==> src/rtl/barrido_digitos_if.sv <==
// ---------------------------------------------------------------------------
// barrido_digitos_if
// Bundles the display data inputs and the pin-level outputs of the
// multiplexed seven-segment scanner so they travel as one port.
//   valor : 4*N_DIG hex nibbles, nibble 0 is the least significant digit
//   habil : per-digit enable (0 keeps that digit dark)
//   punto : per-digit decimal point request
//   sel   : one-hot digit select (pin polarity)
//   seg   : segments {g,f,e,d,c,b,a} (pin polarity)
//   dp    : decimal point (pin polarity)
//   tick  : one-cycle pulse when the scanner moves to the next digit
// Modports: master drives the data and watches the pins, slave is the scanner.
// ---------------------------------------------------------------------------
interface barrido_digitos_if #(
  parameter int N_DIG = 4
);
  logic [4*N_DIG-1:0] valor;
  logic [N_DIG-1:0]   habil;
  logic [N_DIG-1:0]   punto;
  logic [N_DIG-1:0]   sel;
  logic [6:0]         seg;
  logic               dp;
  logic               tick;

  modport master (output valor, habil, punto, input sel, seg, dp, tick);
  modport slave  (input valor, habil, punto, output sel, seg, dp, tick);
endinterface

==> src/rtl/barrido_digitos.sv <==
// ---------------------------------------------------------------------------
// barrido_digitos
// Time-multiplexed scanner for an N_DIG digit seven-segment display.
// A prescaler splits time into DIV-cycle slots; each slot lights one digit,
// except for its first cycle, which is kept dark so the previous digit's
// pattern never ghosts onto the next one.
// Ports:
//   clk  : sole clock, rising edge
//   rst  : asynchronous active-high reset
//   disp : barrido_digitos_if slave (valor/habil/punto in, sel/seg/dp/tick out)
// Parameters:
//   N_DIG   : number of digits (2..8)
//   DIV     : clock cycles per digit slot (2..2^20)
//   ACT_LOW : 1 inverts sel/seg/dp at the pins for common-anode boards
// Optional feature:
//   BARRIDO_BLANCO_CEROS_EN : when defined, leading zeros are blanked
//   (digit 0 is never blanked, the decimal point is still shown).
// ---------------------------------------------------------------------------
module barrido_digitos #(
  parameter int N_DIG   = 4,
  parameter int DIV     = 50000,
  parameter bit ACT_LOW = 1'b0
) (
  input  logic             clk,
  input  logic             rst,
  barrido_digitos_if.slave disp
);

  localparam int PW = (DIV > 1) ? $clog2(DIV) : 1;
  localparam int IW = (N_DIG > 1) ? $clog2(N_DIG) : 1;

  logic [PW-1:0]    presc_q;
  logic [IW-1:0]    idx_q;
  logic             tick_q;
  logic [N_DIG-1:0] sel_q, sel_d;
  logic [6:0]       seg_q, seg_d;
  logic             dp_q, dp_d;

  logic [3:0]       nib;
  logic             habSel;
  logic             ptoSel;
  logic             blanco;
  logic             finSlot;

  // Hex digit to active-high segment pattern {g,f,e,d,c,b,a}.
  function automatic logic [6:0] hex7(input logic [3:0] n);
    case (n)
      4'h0: hex7 = 7'h3F;
      4'h1: hex7 = 7'h06;
      4'h2: hex7 = 7'h5B;
      4'h3: hex7 = 7'h4F;
      4'h4: hex7 = 7'h66;
      4'h5: hex7 = 7'h6D;
      4'h6: hex7 = 7'h7D;
      4'h7: hex7 = 7'h07;
      4'h8: hex7 = 7'h7F;
      4'h9: hex7 = 7'h6F;
      4'hA: hex7 = 7'h77;
      4'hB: hex7 = 7'h7C;
      4'hC: hex7 = 7'h39;
      4'hD: hex7 = 7'h5E;
      4'hE: hex7 = 7'h79;
      default: hex7 = 7'h71;
    endcase
  endfunction

  assign finSlot = (presc_q == PW'(DIV - 1));

  // Pick out the nibble, enable and point of the digit currently scanned.
  always_comb begin
    nib    = 4'h0;
    habSel = 1'b0;
    ptoSel = 1'b0;
    for (int i = 0; i < N_DIG; i++) begin
      if (idx_q == IW'(i)) begin
        nib    = disp.valor[4*i +: 4];
        habSel = disp.habil[i];
        ptoSel = disp.punto[i];
      end
    end
  end

`ifdef BARRIDO_BLANCO_CEROS_EN
  // A digit is a leading zero when it and every digit above it are zero;
  // walking from the top down accumulates that condition. Digit 0 always
  // shows so that a value of zero still reads "0".
  always_comb begin
    logic arriba;
    arriba = 1'b1;
    blanco = 1'b0;
    for (int i = N_DIG - 1; i >= 0; i--) begin
      arriba = arriba & (disp.valor[4*i +: 4] == 4'h0);
      if ((idx_q == IW'(i)) && (i != 0)) begin
        blanco = arriba;
      end
    end
  end
`else
  assign blanco = 1'b0;
`endif

  // Next pin values. The first cycle of each slot is a dark guard cycle;
  // a disabled digit keeps its select line but shows nothing.
  always_comb begin
    sel_d = '0;
    seg_d = '0;
    dp_d  = 1'b0;
    if (presc_q != '0) begin
      sel_d = N_DIG'(1) << idx_q;
      if (habSel) begin
        seg_d = blanco ? 7'h00 : hex7(nib);
        dp_d  = ptoSel;
      end
    end
  end

  // Prescaler, digit index and registered outputs. The index moves on the
  // same edge the prescaler wraps, so tick lands in the presc==0 cycle.
  always_ff @(posedge clk or posedge rst) begin
    if (rst) begin
      presc_q <= '0;
      idx_q   <= '0;
      tick_q  <= 1'b0;
      sel_q   <= '0;
      seg_q   <= '0;
      dp_q    <= 1'b0;
    end else begin
      tick_q <= finSlot;
      if (finSlot) begin
        presc_q <= '0;
        idx_q   <= (idx_q == IW'(N_DIG - 1)) ? '0 : idx_q + 1'b1;
      end else begin
        presc_q <= presc_q + 1'b1;
      end
      sel_q <= sel_d;
      seg_q <= seg_d;
      dp_q  <= dp_d;
    end
  end

  // Pin polarity is applied only here; tick and internal state stay as-is.
  assign disp.sel  = ACT_LOW ? ~sel_q : sel_q;
  assign disp.seg  = ACT_LOW ? ~seg_q : seg_q;
  assign disp.dp   = ACT_LOW ? ~dp_q  : dp_q;
  assign disp.tick = tick_q;

endmodule

==> src/flat_wrapper.sv <==
// flat-port wrapper written by rule: the top's interface ports become plain ports
module barrido_digitos_flat 
#(
  parameter int N_DIG   = 4,
  parameter int DIV     = 50000,
  parameter bit ACT_LOW = 1'b0
)
  (clk, rst, disp_valor, disp_habil, disp_punto, disp_sel, disp_seg, disp_dp, disp_tick);
  barrido_digitos_if #(.N_DIG(N_DIG)) disp_i ();
  input  logic clk;
  input  logic rst;
  input wire logic [$bits(disp_i.valor)-1:0] disp_valor;
  input wire logic [$bits(disp_i.habil)-1:0] disp_habil;
  input wire logic [$bits(disp_i.punto)-1:0] disp_punto;
  output wire logic [$bits(disp_i.sel)-1:0] disp_sel;
  output wire logic [$bits(disp_i.seg)-1:0] disp_seg;
  output wire logic [$bits(disp_i.dp)-1:0] disp_dp;
  output wire logic [$bits(disp_i.tick)-1:0] disp_tick;
  assign disp_i.valor = disp_valor;
  assign disp_i.habil = disp_habil;
  assign disp_i.punto = disp_punto;
  assign disp_sel = disp_i.sel;
  assign disp_seg = disp_i.seg;
  assign disp_dp = disp_i.dp;
  assign disp_tick = disp_i.tick;
  barrido_digitos #(.N_DIG(N_DIG), .DIV(DIV), .ACT_LOW(ACT_LOW)) u_core (.clk(clk), .rst(rst), .disp(disp_i));
endmodule
==> config.mk <==
export PLATFORM = sky130hd
export DESIGN_NAME = barrido_digitos_flat
export DESIGN_NICKNAME = d
export VERILOG_FILES = /design/src/rtl/barrido_digitos_if.sv /design/src/rtl/barrido_digitos.sv /design/src/flat_wrapper.sv
export SDC_FILE = /design/constraint.sdc
export NUM_CORES = 1
export LEC_CHECK = 0
export ABC_AREA = 1
export CAP_MARGIN = 20
export CORE_MARGIN = 1
export CORE_UTILIZATION = 45
export DETAILED_ROUTE_END_ITERATION = 10
export PLACE_DENSITY = 0.77
export SETUP_SLACK_MARGIN = 0.1
export SLEW_MARGIN = 20
export SYNTH_ARGS = -nofsm -noshare
export SYNTH_HDL_FRONTEND = slang
export SYNTH_SLANG_ARGS = --single-unit
export TNS_END_PERCENT = 100
==> constraint.sdc <==
create_clock -name clk -period 5.13 [get_ports clk]
set_input_delay 1.026 -clock clk [delete_from_list [all_inputs] [get_ports clk]]
set_output_delay 1.026 -clock clk [all_outputs]
set_load 0.01 [all_outputs]
==> Word level (Yosys, flattened, before mapping) <==
Memories as Yosys holds them, arrays and structs flattened.
Index checks and enable logic that the tools add are counted.
{ "word_totals": {"word_cells": 35, "input_bits": 26, "register_bits": 31, "mem_count": 1, "romBits": 112, "out_inout_bits": 13} }
{ "classes": {"n_mux": 19, "addsub": 2, "n_eq_ne": 4, "n_shift": 1, "n_reduce_logical": 2} }
{ "memory_table": {"columns": ["memory", "depth", "word_bits", "rd", "rd_clocked_by_memory_dff", "wr", "line_no", "source"], "rows": [
  ["(name not given)", 16, 7, 1, 0, 0, "barrido_digitos.sv:47", "case (n)"]
]} }
{ "ops": {"columns": ["cell", "n"], "rows": [
  ["$mux W4", 5],
  ["$add A16 B1 Y16 const B", 1],
  ["$eq A16 B16 Y1 const B", 1],
  ["$mux W16", 1],
  ["$reduce_bool A16 Y1", 1],
  ["$mux W7", 2],
  ["$mux W1", 10],
  ["$eq A2 B2 Y1 const B", 2],
  ["$shl A1 B2 Y4 const A", 1],
  ["$add A2 B1 Y2 const B", 1],
  ["$eq A2 B1 Y1 const B", 1],
  ["$logic_not A2 Y1", 1],
  ["$mux W2", 1]
]} }

==> Longest topological paths before layout <==
An unclocked memory read counts as a cell.
{ "depth": {"word_depth": 8, "ltp_mapped": 14} }

==> Worst setup path before layout <==
Ideal clock, no wire load.
{ "synth_timing": {"path_type": "input -> register", "startpoint": "input port disp_valor[5]", "endpoint": "register u_core.seg_q[3], in the netlist u_core.disp.seg[3]", "path_stages": 9, "arrival_ns": 2.211, "setup_slack_ns": 2.847, "n_path_buf": 0, "cell_sequence": "a21oi_1 nand2_1 a21boi_1 inv_1 ha_1 nand3b_1 nand3_1 nand2_1 nor2_1"} }
{ "synth_via": {"elab_chain_cells": 6} }
{ "synth_lines": {"columns": ["element", "line_no", "source"], "rows": [
  ["start: declaration", "flat_wrapper.sv:12", "input wire logic [$bits(disp_i.valor)-1:0] disp_valor;"],
  ["$mux W4 (3 in series)", "barrido_digitos.sv:75", "if (idx_q == IW'(i)) begin"],
  ["$mem_v2 Z16 W7", null, null],
  ["$mux W7", "barrido_digitos.sv:110", "if (habSel) begin"],
  ["$mux W7", "barrido_digitos.sv:108", "if (presc_q != '0) begin"],
  ["named net u_core.seg_d[3]", "barrido_digitos.sv:36", "logic [6:0] seg_q, seg_d;"],
  ["end signal: assignment", "barrido_digitos.sv:136", "seg_q <= seg_d;"],
  ["end: declaration", "barrido_digitos.sv:36", null]
]} }
The timed path passes the listed nets, and every way through them passes these cells.
A chain may end at the register's enable or synchronous reset.

==> Worst setup path in the final report <==
{ "layout_timing": {"startpoint": "input port disp_valor[9]", "endpoint": "register u_core.seg_q[3], in the netlist u_core.disp.seg[3]"} }
{ "layout_via": {"elab_chain_cells": 5} }
{ "layout_lines": {"columns": ["element", "line_no"], "rows": [
  ["$mux W4 (2 in series)", "barrido_digitos.sv:75"],
  ["$mem_v2 Z16 W7", null],
  ["$mux W7", "barrido_digitos.sv:110"],
  ["$mux W7", "barrido_digitos.sv:108"],
  ["named net u_core.seg_d[3]", "barrido_digitos.sv:36"]
]} }
The timed path passes the listed nets, and every way through them passes these cells.

==> results.py <==
metrics = {
    "status": {
        "run_status": "finished clean",
    },
    "sta": {
        "rsz0062_at_grt": "no",
        "setup_viol": 0,
        "drv_slew": 0,
        "layout_min_cycle_time_ns": 2.666,
        "fmaxAchievable_ghz": 0.3752,
        "timing.max_slew.rel_slack_pct": 55.70,
        "finalSetupTns_ns": 0,
        "worst_slew_pin_tran_ns": 0.6585,
        "period_share_pct": 51.96,
        "final-hold-violation-count": 0,
        "finalClockSkew_ns": 0.003746,
        "timing.final.ws_setup_ns": 2.464,
    },
    "logic_synthesis": {
        "avgSynthCellArea_sq_um": 7.674,
        "synth.net_count": 308,
        "synth_compound_area_share_pct": 7.790,
        "synth_fa_ha_area_share_pct": 7.246,
        "post_synth_inst_count": 270,
        "postSynthRegisterBits": 31,
        "post_synth_num_cell_types": 32,
        "seq_area_frac_synth_pct": 37.44,
        "yosysWarnings": 0,
        "synth_area_sq_mm": 0.002072,
        "synth_edf_count": 0,
        "yosys.area_share.xor_xnor_pct": 2.536,
        "post_synth_and_or_nand_nor_area_fraction_pct": 34.72,
        "synthArstFlopShare_pct": 100.0,
        "most_frequently_used_flop_master_after_synthesis": "dfrtp_1",
        "post_synth_mux_area_share_pct": 0,
        "synth_top_family_by_area": "simple AND/OR/NAND/NOR gates",
    },
    "cts": {
        "cells_resized_by_post_cts_repair": 0,
        "tritoncts.num_buffers": 5,
        "clkSinkCount": 31,
        "max-clock-path-buffers": 2,
        "clock_tree.root_cell": "clkbuf_8",
        "clock_insertion_delay_worst_skew_ns": 0.28,
        "worst_setup_hold_path_clk_slew_ns": 0.06,
        "clock_tree_from_tritoncts": "yes",
        "cts-htree-levels": 2,
        "postCtsSetupRepairBufs": 0,
        "cts_hold_bufs": 0,
    },
    "detailed_routing": {
        "drt_wl_total_um": 4412,
        "vias": 1806,
        "routed_wire_length_per_instance_um": 12.12,
        "ant_nets": 0,
        "post-route-drc-count": 0,
        "length_of_the_first_detailed_routing_pass_in_iterations": 4,
        "drt-vias-per-instance": 4.962,
        "number_of_drc_violations_after_detailed_routing_iteration_0": 126,
    },
    "setup_path": {
        "critPathKind": "input port to flop",
        "critical_path.cell_chain": "clkdlybuf4s50_1 -> nor2_4 -> nor2_1 -> a21boi_1 -> inv_1 -> ha_1 -> nand3b_1 -> nand3_1 -> nand2_1 -> nor2_1",
        "cp_max_fo": 5,
        "critical_path_buf_inv_count": 2,
        "critPathCaptureType": "flop",
        "worstPathArrival_ns": 2.88,
        "cpMaxStageDelayCell": "clkdlybuf4s50_1",
        "critical_path.top_delay_family": "buffers and inverters",
        "crit_path_start_kind": "input port",
        "timing.critical_path.slowest_cell_delay_ns": 0.44,
        "timing.critical_path.required_ns": 5.35,
        "worst_path_most_repeated_cell": "nor2_1",
    },
    "layout": {
        "n_fill_cell": 410,
        "syn_to_final_growth_pct": 23.91,
        "layout-drive-gt1-share_pct": 11.86,
        "mostFrequentLayoutCell": "nand2_1",
        "most-common-layout-cells": "nand2_1 (58), clkdlybuf4s50_1 (38), inv_1 (35)",
        "area.sequential_sq_um": 775.7,
        "layout.nets": 350,
        "multi_input_comb_area_sq_mm": 0.001084,
        "num_antenna_cells": 0,
    },
    "floorplan": {
        "initial_core_util_pct": 47.26,
        "core-area_sq_mm": 0.004384,
        "die_height_um": 69.86,
        "num_io_pins": 39,
        "core.rowCount": 24,
        "die_width_um": 69.86,
        "die-area_sq_mm": 0.004880,
    },
    "grt": {
        "gr-usage-all-layers_pct": 20.31,
        "global_route.overflow_total": 0,
        "grt_first_pass_wirelength_um": 7872,
        "antenna_found_initial": 0,
        "grt_start_max_net_pins": 32,
        "first_global_vias": 1803,
    },
    "power": {
        "fin_total_pwr_uw": 510.3,
        "p_per_area_mw_per_mm2": 198.8,
        "static-leakage-power_uw": 0.001300,
        "vdd_ir_drop_max_mv": 0.09359,
    },
    "place": {
        "routability_congestion_estimate_from_global_placement": 0.9332,
        "hpwl_um": 3408,
        "preCtsSetupSlack_ns": 2.152,
        "placement.io_buffers": 38,
    },
    "min_path": {
        "holdCritPathClass": "flop to flop",
    },
    "job": {
        "max-cap-violations": 0,
    },
}
## metal layers
metal  track usage, %  wire length [um]  up-vias
met5                0                 0        -
met4            8.222                61        0
met3            5.051               184        6
met2            34.94              2214       45
met1            24.18              1951      819
li1                 -                 -      936
## area by class of cell
class	count	share of cell area [%]
multi-input combinational	193	42.20
tap	52	2.534
sequential	31	30.21
timing repair buffer	39	15.11
clock inverter	1	0.1949
clock buffer	6	3.216
inverter	42	6.530
## per-stage QoR
step / utilization [%] / area [sq um] / instances / hold slack (ns)
2_1_floorplan: - / 2072 / 270 / 0.4543
3_3_place_gp: 56.56 / 2480 / 357 / 0.4875
3_5_place_dp: 56.56 / 2480 / 357 / 0.4891
4_1_cts: 58.56 / 2567 / 364 / 0.5039
5_1_grt: 58.56 / 2567 / 364 / 0.5308
6_report: 58.56 / 2567 / 364 / 0.4971
## synth_stat cells, types with 2 or more instances
library cell,count,area share (%)
nor2_2,3,0.91
o21ai_0,9,2.2
nand3_1,24,5.8
nor2_4,2,1.1
inv_2,4,0.72
a21oi_1,17,4.1
or2_2,4,1.2
inv_1,35,6.3
buf_6,4,2.2
nor2_1,31,5.6
nor3_1,4,0.97
dfrtp_1,31,37
nand2_4,2,1.1
xor2_1,6,2.5
nand4_1,4,1.2
nand2_1,58,11
ha_1,12,7.2
nand2_2,2,0.60
inv_4,2,0.60
nor3_2,4,1.9
## flip-flops by register name, summed over array words and instances, names as in the netlist
signal            cells
u_core.disp.dp        1
u_core.disp.seg       7
u_core.disp.sel       4
u_core.disp.tick      1
u_core.idx_q          2
u_core.presc_q       16
## final timing paths
kind | start | endpoint | slack, ns | cells past startpoint
max | disp_valor[9] | u_core.disp.seg[3]$_DFF_PP0_ | 2.46 | 10
min | u_core.presc_q[13]$_DFF_PP0_ | u_core.presc_q[13]$_DFF_PP0_ | 0.50 | 1
max reg2reg | u_core.idx_q[0]$_DFFE_PP0P_ | u_core.disp.seg[3]$_DFF_PP0_ | 2.61 | 12
min reg2reg | u_core.presc_q[13]$_DFF_PP0_ | u_core.presc_q[13]$_DFF_PP0_ | 0.50 | 1
max in group asynchronous | rst | u_core.presc_q[7]$_DFF_PP0_ | 3.72 | 3
min in group asynchronous | rst | u_core.disp.seg[3]$_DFF_PP0_ | 1.12 | 3
## cells by family after synthesis
kind of cell	after synthesis
XOR/XNOR	6
adder cells (fa/ha/maj)	12
AO/OA/AOI/OAI	30
AND/OR/NAND/NOR	145
buffers and inverters	46
flip-flops	31
## report_power, final
part	leakage, uW	switching, uW	internal, uW	total (uW)
sequential	0.000403	1.13	249	250
clock	0.0000470	90.4	105	196
combinational	0.000850	30.1	34.6	64.7
Note: power is estimated with default switching activity, not from simulation.
==> RTL change: new RTL, same settings <==
`ACT_LOW` is set to 1'b0 in 2 places; all go to 1'b1.
--- a/src/rtl/barrido_digitos.sv
+++ b/src/rtl/barrido_digitos.sv
@@ -19,7 +19,7 @@
 module barrido_digitos #(
   parameter int N_DIG   = 4,
   parameter int DIV     = 50000,
-  parameter bit ACT_LOW = 1'b0
+  parameter bit ACT_LOW = 1'b1
 ) (
   input  logic             clk,
   input  logic             rst,
--- a/src/flat_wrapper.sv
+++ b/src/flat_wrapper.sv
@@ -3,7 +3,7 @@
 #(
   parameter int N_DIG   = 4,
   parameter int DIV     = 50000,
-  parameter bit ACT_LOW = 1'b0
+  parameter bit ACT_LOW = 1'b1
 )
   (clk, rst, disp_valor, disp_habil, disp_punto, disp_sel, disp_seg, disp_dp, disp_tick);
   barrido_digitos_if #(.N_DIG(N_DIG)) disp_i ();
Behaviour: not the same (Yosys sat finds a counterexample within 4 cycles, from zero or initial values and one cycle with rst high).
==> RTL change against the unedited design <==
Die area fell by 0.64%; routed wire length is 0.63% higher; critical path depth did not move; critical path type unchanged; sequential cell count stayed put; area after synthesis down 0.66%; setup slack improved by 0.0067 ns; final area decreased by 0.73%; power up 0.13%.
==> RTL change: results (changes against the unedited design) <==
* Status: complete, no violations (unchanged)
* Layout cells sized above 1 at 12.0% (was 11.9%)
* Vias/cell at 5.01 (was 4.96)
* Total GRT Usage at 19.6% (was 20.3%)
* Largest net degree at the start of global routing at 32 (unchanged)
* Setup WS pre-CTS at 2.21 ns (was 2.15 ns)
* Vias at 1803 (was 1806)
* Xor/xnor share of the synthesized area at 2.98% (was 2.54%)
* HPWL Detailed at 3.39 mm (was 3.41 mm)
* Top cells by area, synth: dfrtp_1, nand2_1, ha_1 (unchanged)
* Synth unique cells at 33 (was 32)
* Synth cell count leaders: nand2_1, inv_1, dfrtp_1 (was nand2_1, inv_1, dfrtp_1, nor2_1, nand3_1)
* Largest family of logic cells by synthesized area: simple AND/OR/NAND/NOR gates (unchanged)
* DRT iter0 DRCs at 146 (was 126)
* Seq pwr share at 48.9% (was 49.0%)
* Vias in the first global route at 1614 (was 1803)
* Comb pwr share at 13.0% (was 12.7%)
* Syn nets at 305 (was 308)
* Worst-Margin Slew at 0.693 ns (was 0.658 ns)
* Final Hold Vio Count at 0 (unchanged)
* Inst Count DP at 353 (was 357)
* Top Registers: u_core.presc_q (16), u_core.seg_q (7), u_core.sel_q (4)
* Crit path max fanout at 5 (unchanged)
* Int Power at 389 µW (about the same)
* ANT cells at 0 (unchanged)
* Skew final at 0.00504 ns (was 0.00375 ns)
* Mapped Cells at 267 (was 270)
* First-pass GRT wire length at 7.45 mm (was 7.87 mm)
* Seq/Total Area, Yosys at 37.7% (was 37.4%)
* CP top delay family: buffers and inverters (unchanged)
* Compound-Gate Fraction of Synth Area at 7.05% (was 7.79%)
* RePlAce Congestion at 0.910 (was 0.933)
* H-Tree Depth at 2 (unchanged)
* Power, Total at 511 µW (was 510 µW)
* Area post-placement at 0.00246 mm² (was 0.00248 mm²)
* Fill cells at 408 (was 410)
* Wirelength per Cell at 12.3 µm (was 12.1 µm)
* CTS Root Cell: clkbuf_8 (unchanged)
* Total leakage power at 1.28 nW (was 1.30 nW)
* Final net count at 346 (was 350)
* VDD IR max at 0.127 mV (was 0.0936 mV)
* Adder-Cell Fraction of Synth Area at 7.29% (was 7.25%)
* CP peak stage delay at 0.44 ns (about the same)
* Mux cell area share after synthesis at 0% (unchanged)
-- RTL change: changes by cell type in the layout (fill, tap and decap cells not counted), sizes merged --
cell    delta
nor2       -4
nand2      -4
nand4      +2
o21bai     -1
a31oi      +1
nand3      -2
inv        +6
a21oi      -3
xor2       +1
-- RTL change: final timing paths --
check | start | endpoint | slack [ns] | depth (start not counted)
min in group asynchronous | rst | u_core.presc_q[2] | 1.12 | 3
min reg2reg | u_core.presc_q[0] | u_core.presc_q[0] | 0.50 | 1
max | disp_valor[9] | u_core.seg_q[3] | 2.47 | 10
max in group asynchronous | rst | u_core.seg_q[5] | 3.72 | 3
max reg2reg | u_core.idx_q[0] | u_core.seg_q[3] | 2.66 | 12
min | u_core.presc_q[0] | u_core.presc_q[0] | 0.50 | 1
-- RTL change: layout make-up --
class | instances | share of cell area [%]
multi-input combinational | 183 | 40.9
sequential | 31 | 30.4
timing repair buffer | 39 | 15.2
inverter | 48 | 7.46
clock buffer | 6 | 3.24
tap | 52 | 2.55
clock inverter | 1 | 0.196
-- RTL change: per-layer routing --
metal / wire length (µm) / global-route usage (%) / share of wire, %
met1: 2190 / 27.0 / 49
met2: 2020 / 30.5 / 46
met3: 180 / 4.80 / 4.1
met4: 42 / 6.22 / 0.95
met5: 0 / 0 / 0
-- RTL change: per-stage QoR --
step                      hold WS [ns]  utilization, %
after floorplan                  0.454               -
after global placement           0.489            56.1
after detailed placement         0.492            56.1
after CTS                        0.505            58.1
after global routing             0.509            58.1
final                            0.497            58.1
-- RTL change: cell families (layout without fill, tap and decap cells) --
kind of cell,Yosys count,count (layout)
AOI/OAI and AO/OA,27,27
buffers and inverters,53,94
DFF,31,31
xor gates and xnor gates,7,7
and+or+nand+nor,137,137
adders and majority gates,12,12
